`src/rtl/compositor_pkg.sv`:
```
// Shared types and helpers for the layer compositor: pixel struct, default colour key,
// and the strict-priority winner picker (lowest set index wins).
package compositor_pkg;

  localparam int RGB_CH_W   = 4;
  localparam int MAX_LAYERS = 32;
  localparam int IDX_W      = 5;

  typedef struct packed {
    logic [RGB_CH_W-1:0] r;
    logic [RGB_CH_W-1:0] g;
    logic [RGB_CH_W-1:0] b;
  } rgb_t;

  localparam rgb_t KEY_RGB_DEFAULT = '{r: 4'hF, g: 4'h0, b: 4'hF};

  typedef struct packed {
    logic             valid;
    logic [IDX_W-1:0] index;
  } winner_t;

  // Scanning from the top down lets the lowest set index overwrite all others.
  function automatic winner_t pick_winner(input logic [MAX_LAYERS-1:0] layer_on);
    winner_t w;
    w = '0;
    for (int i = MAX_LAYERS - 1; i >= 0; i--) begin
      if (layer_on[i]) begin
        w.valid = 1'b1;
        w.index = IDX_W'(i);
      end
    end
    return w;
  endfunction

endpackage

```
`src/rtl/flash_counter.sv`:
```
// Per-layer hit-flash counter: loads FLASH_FRAMES on a hit and counts frames down to zero;
// odd nonzero counts mark the layer as flash-white.
module flash_counter #(
  parameter int FLASH_FRAMES = 8,
  parameter int FLASH_W      = 8
) (
  input  logic vga_clk,
  input  logic Reset,
  input  logic frame_start,
  input  logic hit,
  output logic flashing,
  output logic white
);

  logic [FLASH_W-1:0] cnt;

  // NOTE: sequential state uses non-blocking assignments so every flop samples pre-edge values.
  always_ff @(posedge vga_clk) begin
    if (Reset) begin
      cnt <= '0;
    end else if (hit) begin
      cnt <= FLASH_W'(FLASH_FRAMES);
    end else if (frame_start && (cnt != '0)) begin
      cnt <= cnt - FLASH_W'(1);
    end
  end

  assign flashing = (cnt != '0);
  assign white    = flashing & cnt[0];

endmodule

```
`src/rtl/layer_compositor.sv`:
```
// Two-stage strict-priority layer compositor with per-layer hit flash and blank forcing.
// Define TRANSPARENT_KEY_EN to make KEY_RGB-coloured layer pixels transparent.
module layer_compositor
  import compositor_pkg::*;
#(
  parameter int NUM_LAYERS   = 4,
  parameter int COLOR_W      = 4,
  parameter int FLASH_FRAMES = 8,
  parameter int FLASH_W      = 8
`ifdef TRANSPARENT_KEY_EN
  ,
  parameter logic [3*COLOR_W-1:0] KEY_RGB = (3*COLOR_W)'(KEY_RGB_DEFAULT)
`endif
) (
  input  logic                             vga_clk,
  input  logic                             Reset,
  input  logic                             frame_start,
  input  logic                             blank,
  input  logic [3*COLOR_W-1:0]             bg_rgb,
  input  logic [NUM_LAYERS-1:0]            layer_on,
  input  logic [NUM_LAYERS*3*COLOR_W-1:0]  layer_rgb,
  input  logic [NUM_LAYERS-1:0]            hit,
  output logic [NUM_LAYERS-1:0]            flashing,
  output logic [COLOR_W-1:0]               Red,
  output logic [COLOR_W-1:0]               Green,
  output logic [COLOR_W-1:0]               Blue
);

  localparam int PIX_W = 3 * COLOR_W;

  logic [NUM_LAYERS-1:0] white;
  logic [NUM_LAYERS-1:0] visible;
  logic [MAX_LAYERS-1:0] white_ext;
  winner_t               win;
  logic [PIX_W-1:0]      win_rgb;

  logic                  s1_blank;
  logic [PIX_W-1:0]      s1_bg;
  logic                  s1_valid;
  logic [IDX_W-1:0]      s1_idx;
  logic [PIX_W-1:0]      s1_rgb;

  for (genvar i = 0; i < NUM_LAYERS; i++) begin : g_flash
    flash_counter #(
      .FLASH_FRAMES (FLASH_FRAMES),
      .FLASH_W      (FLASH_W)
    ) u_flash (
      .vga_clk     (vga_clk),
      .Reset       (Reset),
      .frame_start (frame_start),
      .hit         (hit[i]),
      .flashing    (flashing[i]),
      .white       (white[i])
    );
  end

  // NOTE: every always_comb output gets a default first so no path can infer a latch.
  always_comb begin
    visible = layer_on;
`ifdef TRANSPARENT_KEY_EN
    for (int i = 0; i < NUM_LAYERS; i++) begin
      if (layer_rgb[i*PIX_W +: PIX_W] == KEY_RGB) visible[i] = 1'b0;
    end
`endif
  end

  always_comb begin
    win     = pick_winner(MAX_LAYERS'(visible));
    win_rgb = '0;
    for (int i = 0; i < NUM_LAYERS; i++) begin
      if (win.valid && (win.index == IDX_W'(i))) win_rgb = layer_rgb[i*PIX_W +: PIX_W];
    end
  end

  // NOTE: reset is synchronous and clears every pipeline flop, so a mid-frame reset never leaks stale pixels.
  always_ff @(posedge vga_clk) begin
    if (Reset) begin
      s1_blank <= 1'b0;
      s1_bg    <= '0;
      s1_valid <= 1'b0;
      s1_idx   <= '0;
      s1_rgb   <= '0;
    end else begin
      s1_blank <= blank;
      s1_bg    <= bg_rgb;
      s1_valid <= win.valid;
      s1_idx   <= win.index;
      s1_rgb   <= win_rgb;
    end
  end

  // Flash state is read live in stage 2, so a hit lands one cycle before its pixel exits.
  assign white_ext = MAX_LAYERS'(white);

  always_ff @(posedge vga_clk) begin
    if (Reset) begin
      {Red, Green, Blue} <= '0;
    end else if (!s1_blank) begin
      {Red, Green, Blue} <= '0;
    end else if (!s1_valid) begin
      {Red, Green, Blue} <= s1_bg;
    end else if (white_ext[s1_idx]) begin
      {Red, Green, Blue} <= '1;
    end else begin
      {Red, Green, Blue} <= s1_rgb;
    end
  end

endmodule

```
`config.mk`:
```
export PLATFORM = sky130hd
export DESIGN_NAME = layer_compositor
export DESIGN_NICKNAME = d
export VERILOG_FILES = /design/src/rtl/compositor_pkg.sv /design/src/rtl/flash_counter.sv /design/src/rtl/layer_compositor.sv
export SDC_FILE = /design/constraint.sdc
export NUM_CORES = 1
export LEC_CHECK = 0
export ABC_AREA = 1
export CAP_MARGIN = 20
export CORE_ASPECT_RATIO = 0.7
export CORE_MARGIN = 5
export CORE_UTILIZATION = 49
export CTS_CLUSTER_DIAMETER = 200
export CTS_CLUSTER_SIZE = 12
export DETAILED_ROUTE_END_ITERATION = 8
export PLACE_DENSITY = 0.8
export SLEW_MARGIN = 30
export SYNTH_ARGS = -nofsm -noshare
export SYNTH_HDL_FRONTEND = slang
export SYNTH_SLANG_ARGS = --single-unit
```
`constraint.sdc`:
```
create_clock -name vga_clk -period 1.8 [get_ports vga_clk]
set_input_delay 0.54 -clock vga_clk [delete_from_list [all_inputs] [get_ports vga_clk]]
set_output_delay 0.54 -clock vga_clk [all_outputs]
set_load 0.01 [all_outputs]
```
## Word-level counts from Yosys, hierarchy flattened

Index checks and enable logic that the tools add are counted.
Widths: inputs -> output; s select.

- Input port bits: 72
- Register bits after elaboration: 75

- Magnitude comparators: 1
- Add/subtract/negate cells: 4
- Mux-type cells: 24
- Bitwise operators: 5
- Reduce and logical (&&, ||, !) cells: 22
- Eq/ne operators: 3

Operators with widths:

| operator | number |
|---|---|
| $mux 4 | 14 |
| $mux 12 | 4 |
| $reduce_bool 8->1 | 4 |
| $sub 8x1->8 const B | 4 |
| $mux 6 | 4 |
| $eq 5x2->1 const B | 2 |
| $reduce_or 2->1 | 5 |
| $logic_and 1x1->1 | 8 |
| $reduce_bool 2->1 | 4 |
| $lt 5x6->1 const B | 1 |
| $bmux 1 s5 | 1 |
| $eq 5x1->1 const B | 1 |
| $logic_not 5->1 | 1 |
| $and 1x1->1 | 4 |
| $mux 1 | 1 |
| $not 1->1 | 1 |

## Longest topological paths before layout

- Word-level depth: 10
- Depth in mapped cells: 9
- Depth with buffers taken out: 9

## Cells and area by module

Synthesis repeated with hierarchy kept, for this count alone.

- Cell total of the unflattened synthesis: 572
- Area, all modules: 3918.8 um^2

Modules (own cells, without submodules):

| module | times used | cells an instance | area each (um^2) |
|---|---|---|---|
| flash_counter | 4 | 82 | 543.0 |
| layer_compositor | 1 | 244 | 1746.7 |

## Worst setup path after synthesis

OpenSTA, ideal clock, no wires.

- Kind: register -> output
- Start: reg g_flash[2].u_flash.cnt[0]
- End: out flashing[2]
- Setup slack: 0.229 ns
- Arrival time: 1.031 ns
- Cell stages (with the launch flop): 7
- Cells stage by stage: dfxtp_1 > inv_1 > ha_1 > nand2_1 > nor2_2 > inv_1 > buf_4

- Cells in the longest elaborated chain, start to end: 1

Ends and longest elaborated chain:

| item | line | RTL |
|---|---|---|
| start: declaration | flash_counter.sv:15 | `logic [FLASH_W-1:0] cnt;` |
| start signal: assignment | flash_counter.sv:22 | `cnt <= FLASH_W'(FLASH_FRAMES);` |
| start signal: assignment | flash_counter.sv:24 | `cnt <= cnt - FLASH_W'(1);` |
| $reduce_bool 8->1 | flash_counter.sv:28 | `assign flashing = (cnt != '0);` |
| end: declaration | layer_compositor.sv:23 | `output logic [NUM_LAYERS-1:0] flashing,` |

No other way between the ends.

## Worst setup path after layout

- Start: reg g_flash[2].u_flash.cnt[5]
- End: out flashing[2]

Same word-level chain as after synthesis.

==> results.ini <==
[placement]
dpl_cell_area_um2=4710
port_buffers=87
gp_congestion=0.880
hpwl_mm=7.66

[route]
ant_nets=0
via_per_inst=5.31
vias=3768
firstDrtPassIters=4
wirelength_mm=11.5
first_iter_violations=336
drc=0
wire_per_inst_um=16.2

[global_route]
grtUsageTotal=0.238
grt-ovfl-total=0
grt_pass1_wl_mm=16.9
grt_max_degree=15
antenna_found_initial=0
grt_pass1_vias=3529

[power]
power_switching_share=0.325
peakVddDrop_mv=0.547
seqPwrFrac=0.394
combinationalPowerShare=0.311
internal-power_mw=3.04
powerDensity_nw_per_um2=858
p_leak_nw=2.35
power.switching_mw=1.47
pwr-share-clk=0.295

[sta]
timing.final.ws_setup_ps=-5.19
max_slew.worst_pin.slew_ps=437
rsz0062_at_grt=true
period_minus_slack_ps=1810
clock.fmax_ghz=0.554
slew_viol_final=0
final_hold_viol_count=0
finalCritPeriodShare=1.00
max_slew_margin=0.708
setup_viol=1
fin_skew_ps=5.89
hold_slack_ps=500

[layout]
nets=690
multiInputGateArea_um2=1920
area_growth_pct=51.3
post-route-cell-area_um2=5260
layout_commonest_cell=nand2_1
layout_common_cells=nand2_1 (90), clkdlybuf4s50_1 (76), nor2_1 (67)
layout-drive-gt1-share=0.263
antenna_cells=0
register_area_um2=1460
fill_cells=435

[floorplanning]
dieArea_um2=8900
die_h_um=80.5
die_w_um=111
coreArea_um2=6820
pin_count=88
placementRows=25
initial_core_util=0.510

[synthesis]
synthTopCellsByArea=dfxtp_1 (41%), nand2_1 (11%), nor2_1 (8.3%), a21oi_1 (5.6%), a41oi_2 (4.7%)
syn_area_um2=3480
ys_ff_latch=72
synth.avg_cell_area_um2=7.49
yosys_warnings=0
synth_nets=544
synth_cells=464
ys_seq_area_frac=0.415
netlist.area_leader.share=0.415
synth_cell_types=29
yosysTopAreaCell=dfxtp_1

[setup_path]
r2r_setup_slack_ps=100
worstRegToRegCells=12
cp.arrival_ps=1270
r2r-end=g_flash[3].u_flash.cnt[6]
path_cells=nor2_1 -> nand2_2 -> nor2_4 -> inv_2 -> buf_6
cp_top_family=simple AND/OR/NAND/NOR gates
start_kind=flop
cp-startpoint=g_flash[2].u_flash.cnt[5]
worstPathBufferInverterCount=2
critical_path_class=flop to primary output
r2r-start=g_flash[3].u_flash.cnt[0]
crit_required_ps=1260
cp_slowest_stage_delay_ps=360
end_kind=primary output
slowest_stage=dfxtp_2
cp_max_fo=4

[clock_tree]
cts-root-buf=clkbuf_8
htreeDepth=3
cts_hold_buf=0
clock_path_buffers=2
numCtsBuffers=9
cts.sinks=72
cts_tree=yes
clock_latency_ps=360
clk_pin_slew_ps=80

[hold_path]
min_path_type=flop to flop
hold_path_end=g_flash[0].u_flash.cnt[4]
min_from=g_flash[0].u_flash.cnt[4]
hold_depth=2

[run_status]
violations=negative setup slack
outcome=finished with violations

[job]
maxCapViolCount=0

-- cell families (layout without fill, tap and decap cells) --
family	count (synthesis)	count (layout)	synth area share
compound gates	87	87	0.169
xor+xnor	16	16	0.0403
fa+ha+maj	8	8	0.0288
buf+inv	62	213	0.0774
flops	72	72	0.415
simple gates	219	219	0.270
-- worst register-to-register path, delay by kind of cell, from the launching register on --
kind / cells / cell delay [ps]
DFF: 1 / 340
buffers and inverters: 7 / 750
adders and majority gates: 1 / 190
and+or+nand+nor: 2 / 120
xor gates and xnor gates: 1 / 130
AOI/OAI and AO/OA: 1 / 110
-- timing repair --
action                                  in CTS  in global routing
gates cloned                                 0                  0
pin swaps                                   11                 13
endpoints found under the setup margin       4                 22
gates resized for setup                     43                 48
setup buffers                               12                  8
-- cell usage after synthesis, drive strengths merged --
master,count
nand2,100
nor2,86
dfxtp,72
inv,45
a21oi,39
o21ai,28
nand3,22
a41oi,12
buf,11
ha,8
xnor2,8
xor2,8
clkbuf,6
nor3,6
o21bai,6
nand3b,4
a211oi,2
or2,1
-- registers in the layout, indices dropped and copies added (netlist names) --
register	count
s1_valid	1
s1_rgb	12
Red	4
g_flash.u_flash.cnt	32
Blue	4
s1_blank	1
Green	4
s1_idx	2
s1_bg	12
-- layer usage --
layer  vias to the layer above  global-route usage  wire [µm]
met5                         -                   0          0
met4                         0              0.0640        248
met3                        27              0.0700        797
met2                       169               0.407       5750
met1                      1785               0.296       4680
li1                       1787                   -          -
-- layout make-up --
cell class | count | share of cell area
Clock buffer | 9 | 0.0236
Timing Repair Buffer | 152 | 0.264
Multi-Input combinational cell | 330 | 0.365
Tap cell | 94 | 0.0224
Inverter | 45 | 0.0321
Sequential cell | 72 | 0.278
Clock inverter | 7 | 0.0150
-- stage by stage --
stage	utilization	TNS (ps)	setup slack [ps]	cells	total power [mW]
final	0.771	-5.19	-5.19	709	4.51
after global routing	0.771	-185	-63.3	709	4.70
after global placement	0.691	-672	-68.7	673	2.89
after CTS	0.741	0	2.10	701	4.32
after detailed placement	0.691	-1880	-164	673	2.94
after floorplan	-	0	229	464	2.43
-- power by group through the flow --
stage	Sequential (mW)	Combinational (mW)	Clock [mW]
2_1_floorplan	1.78	0.657	0
3_3_place_gp	1.78	1.11	0
3_5_place_dp	1.79	1.15	0
4_1_cts	1.76	1.23	1.33
5_1_grt	1.78	1.51	1.41
6_report	1.77	1.40	1.33
-- worst max-delay path by stage --
stage / endpoint / depth (start not counted)
final: flashing[2] / 5
after floorplan: flashing[2] / 6
after global routing: flashing[1] / 5
after CTS: flashing[3] / 5
after detailed placement: s1_rgb[0] / 5
after global placement: s1_rgb[0] / 5
No activity file was read; power rests on OpenSTA's default activity.
